`config.mk`:
```
export PLATFORM = sky130hd
export DESIGN_NAME = muldiv_sequencer
export DESIGN_NICKNAME = d
export VERILOG_FILES = /design/src/rtl/muldiv_sequencer_pkg.sv /design/src/rtl/muldiv_cycle_counter.sv /design/src/rtl/muldiv_sequencer.sv
export SDC_FILE = /design/constraint.sdc
export NUM_CORES = 1
export LEC_CHECK = 0
export ABC_CLOCK_PERIOD_IN_PS = 4300
export BUFFER_PORTS_ARGS = -buffer_cell sky130_fd_sc_hd__buf_4
export CORE_AREA = 4 4 41 43
export DETAILED_ROUTE_END_ITERATION = 10
export DIE_AREA = 0 0 45 47
export GPL_TIMING_DRIVEN = 1
export PLACE_DENSITY = 0.77
export SKIP_CTS_REPAIR_TIMING = 1
export SLEW_MARGIN = 0
export SYNTH_ARGS = -nofsm -noshare
export SYNTH_HDL_FRONTEND = slang
export SYNTH_SLANG_ARGS = --single-unit
```
`constraint.sdc`:
```
create_clock -name clk -period 4.3 [get_ports clk]
set_clock_uncertainty 0.05 [all_clocks]
set_input_delay 0.43 -clock clk [delete_from_list [all_inputs] [get_ports clk]]
set_output_delay 0.43 -clock clk [all_outputs]
set_load 0.03 [all_outputs]
```
`src/rtl/muldiv_sequencer_pkg.sv`:
```
// Shared definitions for the mult/div sequencer: state encodings, op codes
// and default latencies.
package muldiv_sequencer_pkg;

  typedef enum logic [2:0] {
    ST_IDLE  = 3'd0,
    ST_CLEAR = 3'd1,
    ST_RUN   = 3'd2,
    ST_WRITE = 3'd3,
    ST_EXC   = 3'd4
  } state_t;

  localparam logic OP_MULT = 1'b0;
  localparam logic OP_DIV  = 1'b1;

  localparam int DEF_MULT_LAT = 32;
  localparam int DEF_DIV_LAT  = 32;
  localparam int DEF_CNT_W    = 6;

endpackage

```
`src/rtl/muldiv_cycle_counter.sv`:
```
// Loadable down-counter timing the RUN phase; clear beats load beats enable.
module muldiv_cycle_counter #(
  parameter int CNT_W = 6
) (
  input  logic             clk,
  input  logic             reset,
  input  logic             clear,
  input  logic             load,
  input  logic             enable,
  input  logic [CNT_W-1:0] load_value,
  output logic [CNT_W-1:0] count,
  output logic             zero
);

  // NOTE: sequential state uses non-blocking (<=) so every flop samples pre-edge values.
  always_ff @(posedge clk or negedge reset) begin
    if (!reset) begin
      count <= '0;
    end else if (clear) begin
      count <= '0;
    end else if (load) begin
      count <= load_value;
    end else if (enable) begin
      count <= count - 1'b1;
    end
  end

  assign zero = (count == '0);

endmodule

```
`src/rtl/muldiv_sequencer.sv`:
```
// Sequences the shared iterative mult_div unit: clear, timed run, then a
// single Hi/Lo write or a divide-by-zero exception.
module muldiv_sequencer
  import muldiv_sequencer_pkg::*;
#(
  parameter int MULT_LAT = DEF_MULT_LAT,
  parameter int DIV_LAT  = DEF_DIV_LAT,
  parameter int CNT_W    = DEF_CNT_W
) (
  input  logic             clk,
  input  logic             reset,
  input  logic             start,
  input  logic             op,
  input  logic             flush,
  input  logic             div_zero,
  output logic             mult_div_control,
  output logic             unit_reset,
  output logic             load_regHi,
  output logic             load_regLo,
  output logic             busy,
  output logic             done,
  output logic             div_zero_exc,
  output logic [CNT_W-1:0] cycles_left
);

  state_t           state, state_next;
  logic             op_q;
  logic             first_run_q;
  logic             cnt_clear, cnt_load, cnt_enable, cnt_zero;
  logic [CNT_W-1:0] cnt_value, cnt_load_value;
  logic             accept;

  assign accept = (state == ST_IDLE) && start && !flush;

  always_ff @(posedge clk or negedge reset) begin
    if (!reset) begin
      state       <= ST_IDLE;
      op_q        <= OP_MULT;
      first_run_q <= 1'b0;
    end else begin
      state       <= state_next;
      first_run_q <= (state == ST_CLEAR) && !flush;
      if (accept) op_q <= op;
    end
  end

  // NOTE: every always_comb output gets a default first so no path can infer a latch.
  always_comb begin
    state_next = state;
    unique case (state)
      ST_IDLE:  if (start) state_next = ST_CLEAR;
      ST_CLEAR: state_next = ST_RUN;
      ST_RUN: begin
        // div_zero only counts on the first RUN cycle; later the unit's flag is stale.
        if (first_run_q && op_q == OP_DIV && div_zero) state_next = ST_EXC;
        else if (cnt_zero)                            state_next = ST_WRITE;
      end
      ST_WRITE: state_next = ST_IDLE;
      ST_EXC:   state_next = ST_IDLE;
      default:  state_next = ST_IDLE;
    endcase
    if (flush) state_next = ST_IDLE;
  end

  assign cnt_load_value = (op_q == OP_DIV) ? CNT_W'(DIV_LAT - 1) : CNT_W'(MULT_LAT - 1);
  assign cnt_clear      = flush || (state == ST_RUN && state_next == ST_EXC);
  assign cnt_load       = (state == ST_CLEAR);
  assign cnt_enable     = (state == ST_RUN) && !cnt_zero;

  muldiv_cycle_counter #(.CNT_W(CNT_W)) u_counter (
    .clk        (clk),
    .reset      (reset),
    .clear      (cnt_clear),
    .load       (cnt_load),
    .enable     (cnt_enable),
    .load_value (cnt_load_value),
    .count      (cnt_value),
    .zero       (cnt_zero)
  );

  // Moore decode: outputs depend on registered state only.
  assign mult_div_control = op_q;
  assign unit_reset       = (state == ST_CLEAR);
  assign load_regHi       = (state == ST_WRITE);
  assign load_regLo       = (state == ST_WRITE);
  assign done             = (state == ST_WRITE);
  assign div_zero_exc     = (state == ST_EXC);
  assign busy             = (state != ST_IDLE);
  assign cycles_left      = (state == ST_RUN) ? cnt_value : '0;

endmodule

```
==> run_summary.xml <==
<?xml version="1.0" encoding="UTF-8"?>
<metrics>
  <group name="status">
    <metric name="status" unit="">finished clean</metric>
  </group>
  <group name="finish">
    <metric name="number_of_diodes_added_for_antenna_fixing" unit="">0</metric>
    <metric name="final_net_count" unit="">97</metric>
    <metric name="final_common_cell" unit="">sky130_fd_sc_hd__buf_4</metric>
    <metric name="syn_to_final_growth" unit="%">26.0</metric>
    <metric name="drive_above_1_share" unit="%">33.0</metric>
    <metric name="final_cell_mix" unit="">sky130_fd_sc_hd__buf_4 (18), sky130_fd_sc_hd__dfrtp_1 (11), sky130_fd_sc_hd__nor2_1 (6), sky130_fd_sc_hd__nand2_1 (6), sky130_fd_sc_hd__and2_1 (6)</metric>
    <metric name="n_fill_cell" unit="">120</metric>
  </group>
  <group name="logic_synthesis">
    <metric name="yosysSeqAreaShare" unit="%">41.4</metric>
    <metric name="postSynthNetCount" unit="">76</metric>
    <metric name="synth.lib_cells_used.distinct" unit="">28</metric>
    <metric name="netlist_area" unit="um^2">664</metric>
    <metric name="avgSynthCellArea" unit="um^2">9.77</metric>
    <metric name="synth_seq_cells" unit="">11</metric>
    <metric name="synth_cells" unit="">68</metric>
    <metric name="ys.warnings.count" unit="">0</metric>
  </group>
  <group name="critical_path">
    <metric name="worst_r2r_path_depth" unit="">6</metric>
    <metric name="setup.worst_path.class" unit="">reg -&gt; out</metric>
    <metric name="timing.critical_path.cells" unit="">nor3b_4, and2_1, buf_4</metric>
    <metric name="critical-path-top-delay-family" unit="">simple AND/OR/NAND/NOR gates</metric>
    <metric name="worst_setup_path_end_kind" unit="">output pin</metric>
    <metric name="sum_of_buffers_and_inverters_on_the_critical_path" unit="">1</metric>
    <metric name="start_kind" unit="">flop</metric>
    <metric name="critPathArrivalTime" unit="ns">1.57</metric>
    <metric name="reg2reg_slack" unit="ns">2.45</metric>
    <metric name="slowest_delay" unit="ns">0.48</metric>
    <metric name="critical_path.max_fanout" unit="">13</metric>
    <metric name="critical_path_required" unit="ns">3.82</metric>
    <metric name="rr_startpoint" unit="">u_counter.count[0]</metric>
    <metric name="cpMaxStageDelayCell" unit="">sky130_fd_sc_hd__nor3b_4</metric>
    <metric name="reg2reg_to" unit="">u_counter.count[3]</metric>
  </group>
  <group name="sta">
    <metric name="fmax" unit="GHz">0.489</metric>
    <metric name="finalWorstPathRequiredPeriod" unit="ns">2.05</metric>
    <metric name="final.setup.worst_slack" unit="ns">2.25</metric>
    <metric name="rsz0062_at_grt" unit="">no</metric>
    <metric name="timing_max_transition_violations_final" unit="">0</metric>
    <metric name="worst_slew_margin_rel" unit="%">67.3</metric>
    <metric name="setup-violations-final" unit="">0</metric>
    <metric name="finalHoldViolCount" unit="">0</metric>
    <metric name="finalSetupTns" unit="ns">0</metric>
    <metric name="period_share" unit="%">47.6</metric>
    <metric name="max_slew.worst_pin.slew" unit="ns">0.489</metric>
  </group>
  <group name="grt">
    <metric name="grtUsageMet3" unit="%">4.21</metric>
    <metric name="maximum_number_of_pins_on_one_net_before_global_route_repair" unit="">14</metric>
    <metric name="global_route_wire_length_before_repair" unit="mm">2.06</metric>
    <metric name="grt.met2_usage" unit="%">19.8</metric>
    <metric name="grt_antenna_before_repair" unit="">0</metric>
    <metric name="grtUsageMet1" unit="%">17.0</metric>
    <metric name="gr-usage-all-layers" unit="%">14.2</metric>
    <metric name="grt-busiest-layer" unit="">met2</metric>
    <metric name="vias_in_the_first_global_route" unit="">495</metric>
    <metric name="gr-total-overflow" unit="">0</metric>
  </group>
  <group name="drt">
    <metric name="drtAntennaViolNets" unit="">0</metric>
    <metric name="detail_route.wl_per_cell" unit="um">13.1</metric>
    <metric name="wl" unit="mm">1.35</metric>
    <metric name="drtIter0Drc" unit="">4</metric>
    <metric name="routed-via-count" unit="">557</metric>
    <metric name="drt_drc_violations_left" unit="">0</metric>
    <metric name="viasPerCell" unit="">5.41</metric>
    <metric name="first_pass_iters" unit="">4</metric>
  </group>
  <group name="hold_path">
    <metric name="min_path_type" unit="">in -&gt; reg</metric>
    <metric name="hold_start" unit="">flush</metric>
    <metric name="timing.hold.worst_path_depth" unit="">2</metric>
    <metric name="timing.hold.worst_endpoint" unit="">first_run_q</metric>
  </group>
  <group name="run">
    <metric name="maxCapViolCount" unit="">0</metric>
  </group>
  <group name="clocking">
    <metric name="clock-sinks" unit="">11</metric>
    <metric name="clock_latency" unit="ns">0.27</metric>
    <metric name="clock_tree.root_cell" unit="">sky130_fd_sc_hd__clkbuf_4</metric>
    <metric name="cts.clk_slew.worst_paths" unit="ns">0.07</metric>
    <metric name="htree_num_levels" unit="">1</metric>
    <metric name="cts-buffers-inserted" unit="">3</metric>
    <metric name="tritoncts_clock_tree" unit="">built</metric>
    <metric name="cts-root-to-sink-buffers" unit="">2</metric>
  </group>
  <group name="floorplan">
    <metric name="die_area" unit="mm^2">0.00212</metric>
    <metric name="ios" unit="">19</metric>
    <metric name="die-height" unit="um">47</metric>
    <metric name="start_util" unit="%">51.1</metric>
    <metric name="coreArea" unit="mm^2">0.00130</metric>
    <metric name="die_x" unit="um">45</metric>
    <metric name="rows" unit="">13</metric>
  </group>
  <group name="place">
    <metric name="globalplace.congestion" unit="">0.800</metric>
    <metric name="post-dp-hpwl" unit="um">983</metric>
    <metric name="place_worst_setup_slack" unit="ns">2.47</metric>
    <metric name="placement.io_buffers" unit="">18</metric>
  </group>
  <group name="power_and_ir_drop">
    <metric name="power-per-cell-area" unit="mW/mm^2">380</metric>
    <metric name="vdd_ir_drop_max" unit="V">0.000248</metric>
    <metric name="power.static_leakage" unit="nW">0.399</metric>
  </group>
</metrics>
-- layer usage --
layer,part of all wire (%),vias up
met1,47,255
li1,-,283
met3,4.7,5
met5,0,-
met2,46,14
met4,2.2,0
-- power by group --
group	switching, mW	internal (mW)
clock	0.0373	0.0345
sequential	0.0174	0.117
combinational	0.0619	0.0498
-- cell usage after synthesis --
cell,instances,area (um^2)
sky130_fd_sc_hd__a311oi_1,1,8.76
sky130_fd_sc_hd__a21oi_1,4,20.0
sky130_fd_sc_hd__buf_4,2,15.0
sky130_fd_sc_hd__nor3_1,3,15.0
sky130_fd_sc_hd__or2_2,1,6.26
sky130_fd_sc_hd__a41o_1,1,10.0
sky130_fd_sc_hd__a211oi_1,4,30.0
sky130_fd_sc_hd__clkbuf_1,1,3.75
sky130_fd_sc_hd__a211oi_2,1,12.5
sky130_fd_sc_hd__nor3b_4,1,18.8
sky130_fd_sc_hd__nor2_1,6,22.5
sky130_fd_sc_hd__o21bai_1,1,7.51
sky130_fd_sc_hd__or4_1,1,7.51
sky130_fd_sc_hd__nand3_1,1,5.00
sky130_fd_sc_hd__and4_4,1,11.3
sky130_fd_sc_hd__o21a_4,1,15.0
sky130_fd_sc_hd__inv_1,3,11.3
sky130_fd_sc_hd__mux2_1,1,11.3
sky130_fd_sc_hd__nand2_1,6,22.5
sky130_fd_sc_hd__o21ai_0,1,5.00
sky130_fd_sc_hd__and2_1,6,37.5
sky130_fd_sc_hd__nand3b_1,2,15.0
sky130_fd_sc_hd__or4b_4,1,13.8
sky130_fd_sc_hd__dfrtp_1,11,275
sky130_fd_sc_hd__nor3_2,1,10.0
sky130_fd_sc_hd__or3_1,1,6.26
sky130_fd_sc_hd__ha_1,2,25.0
sky130_fd_sc_hd__nor3b_1,3,22.5
-- cells by family (layout without fill, tap and decap cells) --
logic type,Yosys count,count (layout),share of synthesized area [%]
flip-flops,11,11,41.4
multiplexers,1,1,1.69
adder cells (fa/ha/maj),2,2,3.77
AND/OR/NAND/NOR,34,34,32.2
buffers and inverters,6,26,4.52
AO/OA/AOI/OAI,14,14,16.4
-- flip-flops by register name, summed over array words and instances (netlist names) --
register	flops
mult_div_control	1
u_counter.count	6
first_run_q	1
state	3
-- how the worst max path moves through the flow --
stage	cells after the start	slack, ns	endpoint	start
floorplan	3	2.56	load_regHi	state[0]
global placement	6	2.49	u_counter.count[3]	u_counter.count[0]
detailed placement	6	2.47	u_counter.count[3]	u_counter.count[0]
CTS	3	2.24	cycles_left[3]	state[0]
global route	3	2.18	cycles_left[3]	state[2]
finish	3	2.25	cycles_left[3]	state[2]
-- layout make-up --
type	instances	area [um^2]	area share [%]
multi-input combinational	51	359	42.9
clock inverter	1	5.00	0.598
timing repair buffer	19	145	17.3
clock buffer	3	22.5	2.69
tap	15	18.8	2.24
inverter	3	11.3	1.35
sequential	11	275	32.9
-- metrics by stage --
stage                     std cells  area [um^2]  power, mW  util [%]  hold WS [ns]
final                           103          837      0.318      64.3         0.301
after global routing            103          837      0.337      64.3         0.299
after CTS                       102          827      0.321      63.6       -0.0811
after detailed placement         98          800      0.247      61.4         0.220
after global placement           98          800      0.246      61.4         0.222
after floorplan                  68          664      0.215         -        0.0844
(Power assumes the default switching activity.)
